### src/rtl/fifo_stream_serializer.sv
// rtl/fifo_stream_serializer.sv - Serializes FWFT FIFO words into a lane-wide valid/ready stream
//
// Ports:
//   CLK           rising-edge clock
//   RESETn        synchronous active-low reset
//   Read_Request  start request, sampled in IDLE only
//   i_length      transfer length in lanes, sampled with Read_Request
//   i_FIFO_empty  FWFT FIFO empty flag
//   i_FIFO_dout   FWFT FIFO head word
//   o_FIFO_rd_en  FIFO pop strobe (combinational, one cycle per consumed word)
//   o_data        current output lane
//   o_valid       o_data valid
//   i_ready       downstream accept
//   o_last        final lane of the transfer
//   o_busy        high whenever the controller is not IDLE
//   o_done        one-cycle pulse after a transfer completes

module fifo_stream_serializer #(
    parameter int DATA_W = 32,
    parameter int LANE_W = 8,
    parameter int LEN_W  = 8
) (
    input  logic              CLK,
    input  logic              RESETn,
    input  logic              Read_Request,
    input  logic [LEN_W-1:0]  i_length,
    input  logic              i_FIFO_empty,
    input  logic [DATA_W-1:0] i_FIFO_dout,
    output logic              o_FIFO_rd_en,
    output logic [LANE_W-1:0] o_data,
    output logic              o_valid,
    input  logic              i_ready,
    output logic              o_last,
    output logic              o_busy,
    output logic              o_done
);

    localparam int LANES = DATA_W / LANE_W;
    localparam int IDX_W = (LANES > 1) ? $clog2(LANES) : 1;

    generate
        if (LANES < 2 || (LANES & (LANES - 1)) != 0 || DATA_W != LANES * LANE_W) begin : g_bad_params
            $error("fifo_stream_serializer: DATA_W/LANE_W must be a power of two >= 2");
        end
    endgenerate

    typedef enum logic [1:0] {
        IDLE      = 2'd0,
        STREAM    = 2'd1,
        WAIT_FIFO = 2'd2
    } state_t;

    state_t             state_q, state_d;
    logic [IDX_W-1:0]   lane_idx_q, lane_idx_d;
    logic [LEN_W-1:0]   remaining_q, remaining_d;
    logic               done_q, done_d;

    // Split the head word into lanes; lane 0 is the least significant slice.
    logic [LANE_W-1:0]  lane_words [LANES];

    genvar g;
    generate
        for (g = 0; g < LANES; g++) begin : g_lane
            assign lane_words[g] = i_FIFO_dout[g*LANE_W +: LANE_W];
        end
    endgenerate

    always_ff @(posedge CLK) begin
        if (!RESETn) begin
            state_q     <= IDLE;
            lane_idx_q  <= '0;
            remaining_q <= '0;
            done_q      <= 1'b0;
        end else begin
            state_q     <= state_d;
            lane_idx_q  <= lane_idx_d;
            remaining_q <= remaining_d;
            done_q      <= done_d;
        end
    end

    always_comb begin
        state_d      = state_q;
        lane_idx_d   = lane_idx_q;
        remaining_d  = remaining_q;
        done_d       = 1'b0;
        o_valid      = 1'b0;
        o_data       = '0;
        o_last       = 1'b0;
        o_FIFO_rd_en = 1'b0;

        case (state_q)
            IDLE: begin
                if (Read_Request) begin
                    if (i_length != '0) begin
                        remaining_d = i_length;
                        lane_idx_d  = '0;
                        state_d     = STREAM;
                    end else begin
                        // Zero-length request completes immediately without touching the FIFO.
                        done_d = 1'b1;
                    end
                end
            end

            STREAM: begin
                if (i_FIFO_empty) begin
                    state_d = WAIT_FIFO;
                end else begin
                    o_valid = 1'b1;
                    o_data  = lane_words[lane_idx_q];
                    o_last  = (remaining_q == LEN_W'(1));
                    if (i_ready) begin
                        lane_idx_d  = lane_idx_q + 1'b1;
                        remaining_d = (remaining_q != '0) ? remaining_q - 1'b1 : '0;
                        // Pop on the top lane, or on the final lane so a partially
                        // used word does not linger at the FIFO head.
                        o_FIFO_rd_en = (lane_idx_q == IDX_W'(LANES - 1)) || o_last;
                        if (o_last) begin
                            state_d    = IDLE;
                            lane_idx_d = '0;
                            done_d     = 1'b1;
                        end
                    end
                end
            end

            WAIT_FIFO: begin
                if (!i_FIFO_empty) begin
                    state_d = STREAM;
                end
            end

            default: begin
                state_d = IDLE;
            end
        endcase
    end

    assign o_busy = (state_q != IDLE);
    assign o_done = done_q;

endmodule
### config.mk
export PLATFORM = sky130hd
export DESIGN_NAME = fifo_stream_serializer
export DESIGN_NICKNAME = d
export VERILOG_FILES = /design/src/rtl/fifo_stream_serializer.sv
export SDC_FILE = /design/constraint.sdc
export NUM_CORES = 1
export LEC_CHECK = 0
export CAP_MARGIN = 20
export CORE_ASPECT_RATIO = 2
export CORE_MARGIN = 1.5
export CORE_UTILIZATION = 23
export CTS_CLUSTER_DIAMETER = 150
export DETAILED_ROUTE_END_ITERATION = 16
export GPL_ROUTABILITY_DRIVEN = 0
export GPL_TIMING_DRIVEN = 0
export HOLD_SLACK_MARGIN = 0.02
export PLACE_DENSITY_LB_ADDON = 0.12
export SLEW_MARGIN = 30
export SYNTH_ARGS = -nofsm -noshare
export SYNTH_HDL_FRONTEND = slang
export SYNTH_SLANG_ARGS = --single-unit
### constraint.sdc
create_clock -name CLK -period 1.8 [get_ports CLK]
set_input_delay 0.36 -clock CLK [delete_from_list [all_inputs] [get_ports CLK]]
set_output_delay 0.36 -clock CLK [all_outputs]
set_load 0.02 [all_outputs]
==> implementation parameters <==
Parameter                              Value

Setup path
  Crit path launch type    flop
  Slack of the worst reg-to-reg path    -190 ps
  Critical path type    reg -> out
  Reg2reg start    remaining_q[1]$_SDFFE_PN0P_
  Worst-path maximum fanout    2
  Arrival time reported for the critical path endpoint    1870 ps
  Kind of end point of the critical path    output pin
  R2R Path End    remaining_q[2]$_SDFFE_PN0P_
  Worst R2R Path Depth    8
  Critical path required time    1440 ps

Synth
  Cell type with the largest total area after synthesis    dfxtp_1
  Share of flip-flops with an asynchronous set or reset    0%
  Portion of synthesized cell area occupied by the leading cell type    22.4%
  Number of distinct library cell variants in the gate-level netlist after synthesis    45
  Most used DFF post-synth    dfxtp_1
  Sequential area share after synthesis    22.4%
  Number of synthesis warnings    0
  Top-count cell post-synth    dfxtp_1
  Most used standard cells in the synthesized netlist    13 x dfxtp_1, 12 x nand2_1, 9 x and2_1, 8 x mux4_2, 8 x nor2_1
  Largest cells by area after synthesis    dfxtp_1 22%, mux4_2 16%, and2_1 4.9%, ha_1 4.3%, nand2_1 3.9%
  Number of storage elements in the synthesis netlist    13
  Post-synth net total    178
  Post-synthesis area per instance    8.99 um2
  Total standard cell area after synthesis    0.00116 mm2
  Post-Synthesis Cells    129
  Number of enable-type register cells in the synthesized netlist    0

Drt
  DR vias    1,445
  Starting DRT DRC Count    47
  Final routed DRC violation total    0
  Pre-Repair DR Iteration Count    4
  Average routed wire per standard cell    18.2 um
  Routed WL    4.94 mm
  Vias per cell    5.33
  Post-route antenna net violation count    0

Finish
  Count of fill cells added during filler insertion    500
  # nets final    264
  Final antenna diode count    0
  Post-Route Utilization    45.2%
  Area growth from synthesis to final layout    89.8%
  Post-Layout Inst Area    0.00220 mm2
  Layout Cells excl Fill    271
  Proportion of layout cells with a drive suffix above 1    42.1%

Outcome
  Failing checks    negative setup slack
  Outcome    finished with violations

STA
  Final setup violation count    22
  Shortest period the worst path allows    2230 ps
  Post-Route Hold Slack    498 ps
  Final clock period utilization by the worst path    124%
  Hold Vio Cnt, Final    0
  Setup ws final    -429 ps
  Highest clock frequency the design can meet    449 MHz
  Actual transition at the worst max-transition pin    534 ps
  Remaining max-slew budget at the tightest pin    64.4%
  Unrepaired setup endpoints after global routing    yes
  Worst Clk Skew    5.14 ps
  Pins over their slew limit    0

Flow run
  Maximum capacitance violations    0

Min path
  Hold path start    state_q[1]$_SDFFE_PN0P_
  WHS Endpoint    o_done$_SDFF_PN0_
  Hold Path Cell Cnt    1
  Class of the most critical hold timing path    reg -> reg

Clocking
  H-tree levels    1
  CTS tree    done
  Clock tree sinks    13
  Number of hold buffers added after cts    0
  Clock network latency to the later pin of the worst-skew pair    250 ps
  Clock transition at the register clock pins on the worst setup and hold paths after CTS    70 ps
  Clock root buffer    clkbuf_8
  Max Root-Sink Buffers    2
  Cts bufs inserted    3

Die
  Overall die width    53.2 um
  Site Rows    36
  Initial standard-cell utilization of the core    23.8%
  Area of the die    0.00550 mm2
  Vert. Die Dim    103 um
  Std-Cell Core Area    0.00486 mm2
  I/O pin total    58

Placement
  Post-placement cell area    0.00181 mm2
  HPWL reported at the end of detailed placement    3.55 mm
  Placed Cells    243
  DP Worst Slack    -694 ps
  # port buffers    57

Global routing
  Via count of the first global-routing pass    1,493
  First-pass GRT wire length    7.16 mm
  GRT overflow    0
  Number of antenna violations at the first check in global routing    0
  Global-route total usage across every layer    17.8%
  Pin count of the biggest net entering global routing    11

Power
  Power per unit of standard cell area    577 mW/mm2
  Worst IR Drop VDD    454 uV
  Leak pwr    0.905 nW
-- through the flow --
step | power [W] | TNS [ps]
floorplan | 0.000617 | -7.35
global placement | 0.000818 | -11750
detailed placement | 0.000823 | -12160
CTS | 0.00122 | -2520
global route | 0.00134 | -4110
finish | 0.00127 | -2800
-- cells in the final DEF (no fill, tap or decap), drive strengths merged, types with 4 or more instances in the layout --
master          n
clkdlybuf4s50  39
o32ai           4
a211oi          5
buf            41
and2            9
nand2          12
inv             7
mux4            8
dlygate4sd2     6
a21oi           6
nor4            4
nand2b          5
nor2            8
dfxtp          13
clkbuf          5
ha              4
-- worst max-delay path, stage by stage (launching register included) --
cell and delay (ps):
dfxtp_4 340, or4_4 580, nor4b_4 270, buf_4 170, o211a_1 150, buf_6 120
-- worst max-delay path by stage --
stage                                            from            to  slack, ps
final                     remaining_q[5]$_SDFFE_PN0P_  o_FIFO_rd_en       -430
after global routing      remaining_q[5]$_SDFFE_PN0P_  o_FIFO_rd_en       -510
after CTS                 remaining_q[5]$_SDFFE_PN0P_  o_FIFO_rd_en       -450
after detailed placement                 i_FIFO_empty     o_data[2]       -690
after global placement                   i_FIFO_empty  o_FIFO_rd_en       -680
after floorplan           remaining_q[3]$_SDFFE_PN0P_  o_FIFO_rd_en         -7
-- layer usage --
layer	up-vias	share of wire, %	GRT usage, %
li1	679	-	-
met1	694	32	15.2
met2	65	58	38.2
met3	7	8.1	2.73
met4	0	1.8	5.33
met5	-	0	0
-- kinds of logic after synthesis --
family / count (synthesis) / synth area share, %
adders and majority gates: 4 / 4.32
muxes: 9 / 16.4
AOI/OAI and AO/OA: 37 / 24.7
and+or+nand+nor: 51 / 26.9
DFF: 13 / 22.4
buffers and inverters: 15 / 5.29
-- sequential cells by signal (all words and copies together), names as in the netlist --
signal and flops:
remaining_q 8, state_q 2, o_done 1, lane_idx_q 2
-- final cells by class --
| cell class | instances | area (um2) | share of cell area [%] |
|---|---|---|---|
| Tap cell | 57 | 71.3 | 3.24 |
| Clock inverter | 1 | 5.00 | 0.227 |
| Inverter | 7 | 28.8 | 1.31 |
| Timing Repair Buffer | 83 | 791 | 35.9 |
| Buffer | 6 | 51.3 | 2.33 |
| Clock buffer | 3 | 41.3 | 1.88 |
| Sequential cell | 13 | 279 | 12.7 |
| Multi-Input combinational cell | 101 | 933 | 42.4 |
-- power by group --
part | internal [W] | leakage [nW] | switching (W)
combinational | 0.000356 | 0.769 | 0.000275
sequential | 0.000317 | 0.111 | 0.0000413
clock | 0.000154 | 0.0255 | 0.000126
-- timing repair --
item / 4_1_cts / 5_1_grt
setup endpoints to repair: 23 / 22
gates resized for setup: 102 / 24
pin swaps: 9 / 14
setup buffers: 22 / 6
(Power assumes the default switching activity.)
==> variant 1: new RTL, same settings <==
Re-encode `state_t` (3 states) as one-hot, 3 bits wide.
--- a/src/rtl/fifo_stream_serializer.sv
+++ b/src/rtl/fifo_stream_serializer.sv
@@ -44,10 +44,10 @@
         end
     endgenerate
 
-    typedef enum logic [1:0] {
-        IDLE      = 2'd0,
-        STREAM    = 2'd1,
-        WAIT_FIFO = 2'd2
+    typedef enum logic [2:0] {
+        IDLE      = 3'b001,
+        STREAM    = 3'b010,
+        WAIT_FIFO = 3'b100
     } state_t;
 
     state_t             state_q, state_d;
Function: no difference found for any inputs over 10 cycles, from zero or initial values and one cycle with RESETn low; not proved beyond that.
==> variant 1 against the original RTL <==
The flow still finishes with violations (negative setup slack). Routed wire length is 7.3% higher. Die area is 9.3% higher. Combinational power is 52% higher. Worst setup slack better by 0.088 ns. Sequential cell count is 1 higher. Power is 32% higher. Global-route usage is 0.27 points lower. Synthesized area is 9.7% higher. Cell area is 3.5% higher. Fmax is 4.1% higher. Sequential power is 22% higher. Critical path type unchanged. Largest cell class unchanged.
==> variant 1: results <==
INSERT INTO impl_metrics (metric_group, metric, value, unit) VALUES
('run_status', 'outcome', 'finished with violations', ''),
('run_status', 'failed_checks', 'negative setup slack', ''),
('final_layout', 'drive_above_1_share', '40.6', '%'),
('yosys', 'post_synth_mux_area_share', '15.7', '%'),
('yosys', 'synthesized_area_fraction_occupied_by_ao_oa_aoi_and_oai_cells', '23.4', '%'),
('critical_path', 'reg2reg_depth', '6', ''),
('yosys', 'ys_top_cells_by_area', 'sky130_fd_sc_hd__dfxtp_1 (22%), sky130_fd_sc_hd__mux4_2 (14%), sky130_fd_sc_hd__and2_1 (4.9%), sky130_fd_sc_hd__a22oi_1 (4.7%), sky130_fd_sc_hd__nand2_1 (4.4%)', ''),
('critical_path', 'worst_ep_arrival_time', '1.78', 'ns'),
('yosys', 'synth_xor_area_share', '0.688', '%'),
('yosys', 'synth.top_cells.by_count', 'sky130_fd_sc_hd__nand2_1 (15), sky130_fd_sc_hd__dfxtp_1 (14), sky130_fd_sc_hd__and2_1 (10)', ''),
('timing', 'clock_skew', '0.00393', 'ns'),
('hold_path', 'hp-class', 'in2reg', ''),
('grt', 'wire_length_of_the_first_global_routing_pass', '8140', 'um'),
('timing', 'finalWorstSetupSlack', '-0.341', 'ns'),
('timing', 'max-slew-margin-rel', '64.0', '%'),
('detailed_routing', 'finalWirelength', '5300', 'um'),
('critical_path', 'crit_path_max_incr_delay', '0.54', 'ns'),
('timing', 'report.final.setup_viol', '17', ''),
('placed_design', 'numPlacedInstances', '255', ''),
('critical_path', 'timing.rr.start', 'remaining_q[2]', '');
[variant 1: what timing repair did]
action,4_1_cts,5_1_grt
pin swaps,11,18
setup endpoints to repair,24,24
cloned,2,0
setup buffers,13,5
resized for setup,89,36
[variant 1: cells by family after synthesis]
group                    after synthesis
AND/OR/NAND/NOR                       55
adder cells (fa/ha/maj)                4
multiplexers                          10
XOR/XNOR                               1
buffers and inverters                 18
AO/OA/AOI/OAI                         36
flip-flops                            14
[variant 1: layer usage]
| layer | track usage [%] | vias up | part of all wire [%] |
|---|---|---|---|
| li1 | - | 695 | - |
| met1 | 14.3 | 713 | 29 |
| met2 | 37.8 | 75 | 61 |
| met3 | 2.99 | 15 | 6.4 |
| met4 | 8.01 | 0 | 3.1 |
| met5 | 0 | - | 0 |
[variant 1: stage by stage]
step | instance area (sq um) | hold slack (ns) | worst slack [ns] | setup TNS [ns] | power [mW]
2_1_floorplan | 1280 | 0.474 | -0.0373 | -0.0373 | 0.894
3_3_place_gp | 1920 | 0.496 | -0.708 | -11.92 | 1.13
3_5_place_dp | 1920 | 0.503 | -0.727 | -12.96 | 1.16
4_1_cts | 2120 | 0.512 | -0.368 | -2.02 | 1.54
5_1_grt | 2280 | 0.557 | -0.402 | -3.14 | 1.76
6_report | 2280 | 0.536 | -0.341 | -2.23 | 1.68
[variant 1: power breakdown]
group	internal (mW)	total (mW)	switching, mW
clock network	0.149	0.280	0.131
registers	0.362	0.438	0.0758
logic	0.517	0.960	0.443
[variant 1: area by class of cell]
| cell class | instances | area (sq um) |
|---|---|---|
| flip-flops and latches | 14 | 300 |
| well taps | 60 | 75.1 |
| fillers | 544 | 3100 |
| repair buffers | 76 | 733 |
| plain buffers | 8 | 77.6 |
| multi-input cells | 106 | 1010 |
| inverters | 10 | 37.5 |
| clock buffers | 3 | 41.3 |
[variant 1: worst reg2reg max path, cell delays in order, from the launching register on]
cell and delay [ns]:
sky130_fd_sc_hd__dfxtp_4 0.35, sky130_fd_sc_hd__or4_4 0.54, sky130_fd_sc_hd__buf_4 0.16, sky130_fd_sc_hd__buf_6 0.11
sky130_fd_sc_hd__nor4_1 0.36, sky130_fd_sc_hd__a22oi_1 0.14, sky130_fd_sc_hd__o32ai_1 0.24
[variant 1: worst min path at each step]
stage	to	slack (ns)	cells after the start
after floorplan	remaining_q[3]	0.47	2
after global placement	remaining_q[3]	0.50	2
after detailed placement	remaining_q[3]	0.50	2
after CTS	remaining_q[4]	0.51	2
after global routing	state_q[2]	0.56	3
final	state_q[2]	0.54	3
==> variant 2: new RTL, same flow settings <==
Made on the original files. `LEN_W`: 8 -> 32.
--- a/src/rtl/fifo_stream_serializer.sv
+++ b/src/rtl/fifo_stream_serializer.sv
@@ -18,7 +18,7 @@
 module fifo_stream_serializer #(
     parameter int DATA_W = 32,
     parameter int LANE_W = 8,
-    parameter int LEN_W  = 8
+    parameter int LEN_W  = 32
 ) (
     input  logic              CLK,
     input  logic              RESETn,
Interface: changed (resized i_length); port bits go from 58 to 82. The function was not compared with the original's and may differ.
==> variant 2 against the original RTL <==
The flow still finishes with violations (negative setup slack). First-iteration DRC count increased to 6.9 times the old value. Register-to-register slack worse by 0.21 ns. Synthesized area is 130% higher. Via count increased to 2.7 times the old value. Sequential cell count up 24. Cell area grew 140%. Power rose to 3.2 times the old value. Critical path depth rose by 2. Global-route usage up 7.0 points. Non-clock buffer count is 76 higher. Worst setup slack lost 0.035 ns. Combinational power grew to 3.1 times the old value. Largest power group unchanged. Routed wire length grew to 3.1 times the old value.
==> variant 2: results <==
INSERT INTO impl_metrics (metric_group, metric, value, unit) VALUES
('run_status', 'outcome', 'finished with violations', ''),
('run_status', 'failed_checks', 'negative setup slack', ''),
('critical_path', 'worst_ep_arrival_time', '1.90', 'ns'),
('final_layout', 'num-fill-cells', '1189', ''),
('cts', 'clkSinkCount', '37', ''),
('detailed_routing', 'first_iter_violations', '326', ''),
('critical_path', 'crit_path_from', 'remaining_q[28]', ''),
('timing', 'finalWorstSetupSlack', '-0.464', 'ns'),
('grt', 'grt_max_degree', '12', ''),
('final_layout', 'inv_count', '9', ''),
('power_and_ir_drop', 'power_density', '770', 'nW/um^2'),
('detailed_routing', 'dr.pass1.iters', '6', ''),
('critical_path', 'setup.reg_to_reg.worst_slack', '-0.40', 'ns'),
('critical_path', 'path_max_fanout', '3', ''),
('power_and_ir_drop', 'p_clk', '1.08', 'mW'),
('critical_path', 'crit_path_max_incr_delay', '0.37', 'ns'),
('grt', 'wire_length_of_the_first_global_routing_pass', '22600', 'um'),
('grt', 'grtUsageTotal', '24.8', '%'),
('final_layout', 'sequential_cell_area', '776', 'sq um'),
('cts', 'clock-root-buffer', 'sky130_fd_sc_hd__clkbuf_16', ''),
('timing', 'timing.setup.tns', '-11.56', 'ns'),
('timing', 'report.final.setup_viol', '46', ''),
('final_layout', 'buffers', '165', ''),
('power_and_ir_drop', 'p_leak', '1.99', 'nW'),
('detailed_routing', 'drt-vias-per-instance', '5.83', ''),
('timing', 'tightest_slew', '0.704', 'ns'),
('placed_design', 'dp.final_hpwl', '10300', 'um');
## variant 2: timing repair
action	in CTS	in global routing
pin swaps	54	45
setup buffers	49	8
hold endpoints to repair	0	0
setup endpoints to repair	48	48
gates resized for setup	281	84
gates cloned	5	0
hold buffers	0	0
## variant 2: worst min path at each step
stage | end | from | cells past startpoint | slack [ns]
floorplan | remaining_q[15] | remaining_q[15] | 2 | 0.44
global placement | remaining_q[15] | remaining_q[15] | 2 | 0.47
detailed placement | remaining_q[15] | remaining_q[15] | 2 | 0.47
CTS | remaining_q[14] | i_length[14] | 3 | 0.40
global route | remaining_q[19] | i_length[19] | 3 | 0.41
finish | remaining_q[14] | i_length[14] | 3 | 0.40
## variant 2: cells by family after synthesis
family	count (synthesis)	synth area share, %
flip-flops	37	27.2
XOR/XNOR	1	0.322
AO/OA/AOI/OAI	119	26.9
AND/OR/NAND/NOR	160	31.1
buffers and inverters	37	5.71
adder cells (fa/ha/maj)	3	1.38
multiplexers	10	7.36
## variant 2: per-layer routing
layer | wire length (um) | vias up | GRT usage, %
met1 | 4730 | 1803 | 22.4
met2 | 8190 | 249 | 45.6
li1 | - | 1693 | -
met3 | 1020 | 89 | 5.19
met5 | 0 | - | 0
met4 | 1440 | 0 | 19.7
## variant 2: through the flow
step / util (%) / worst slack, ns / std cells / instance area (sq um)
finish: 44.9 / -0.464 / 658 / 5220
CTS: 42.1 / -0.416 / 652 / 4900
global placement: 32.4 / -1.28 / 592 / 3770
floorplan: - / -0.204 / 367 / 2780
detailed placement: 32.4 / -1.26 / 592 / 3770
global route: 44.9 / -0.548 / 658 / 5220
## variant 2: critical path: cells and delay by family (launching register included)
family | cells | cell delay, ns
AND/OR/NAND/NOR | 3 | 0.68
buffers and inverters | 3 | 0.39
flip-flops | 1 | 0.35
AO/OA/AOI/OAI | 1 | 0.17
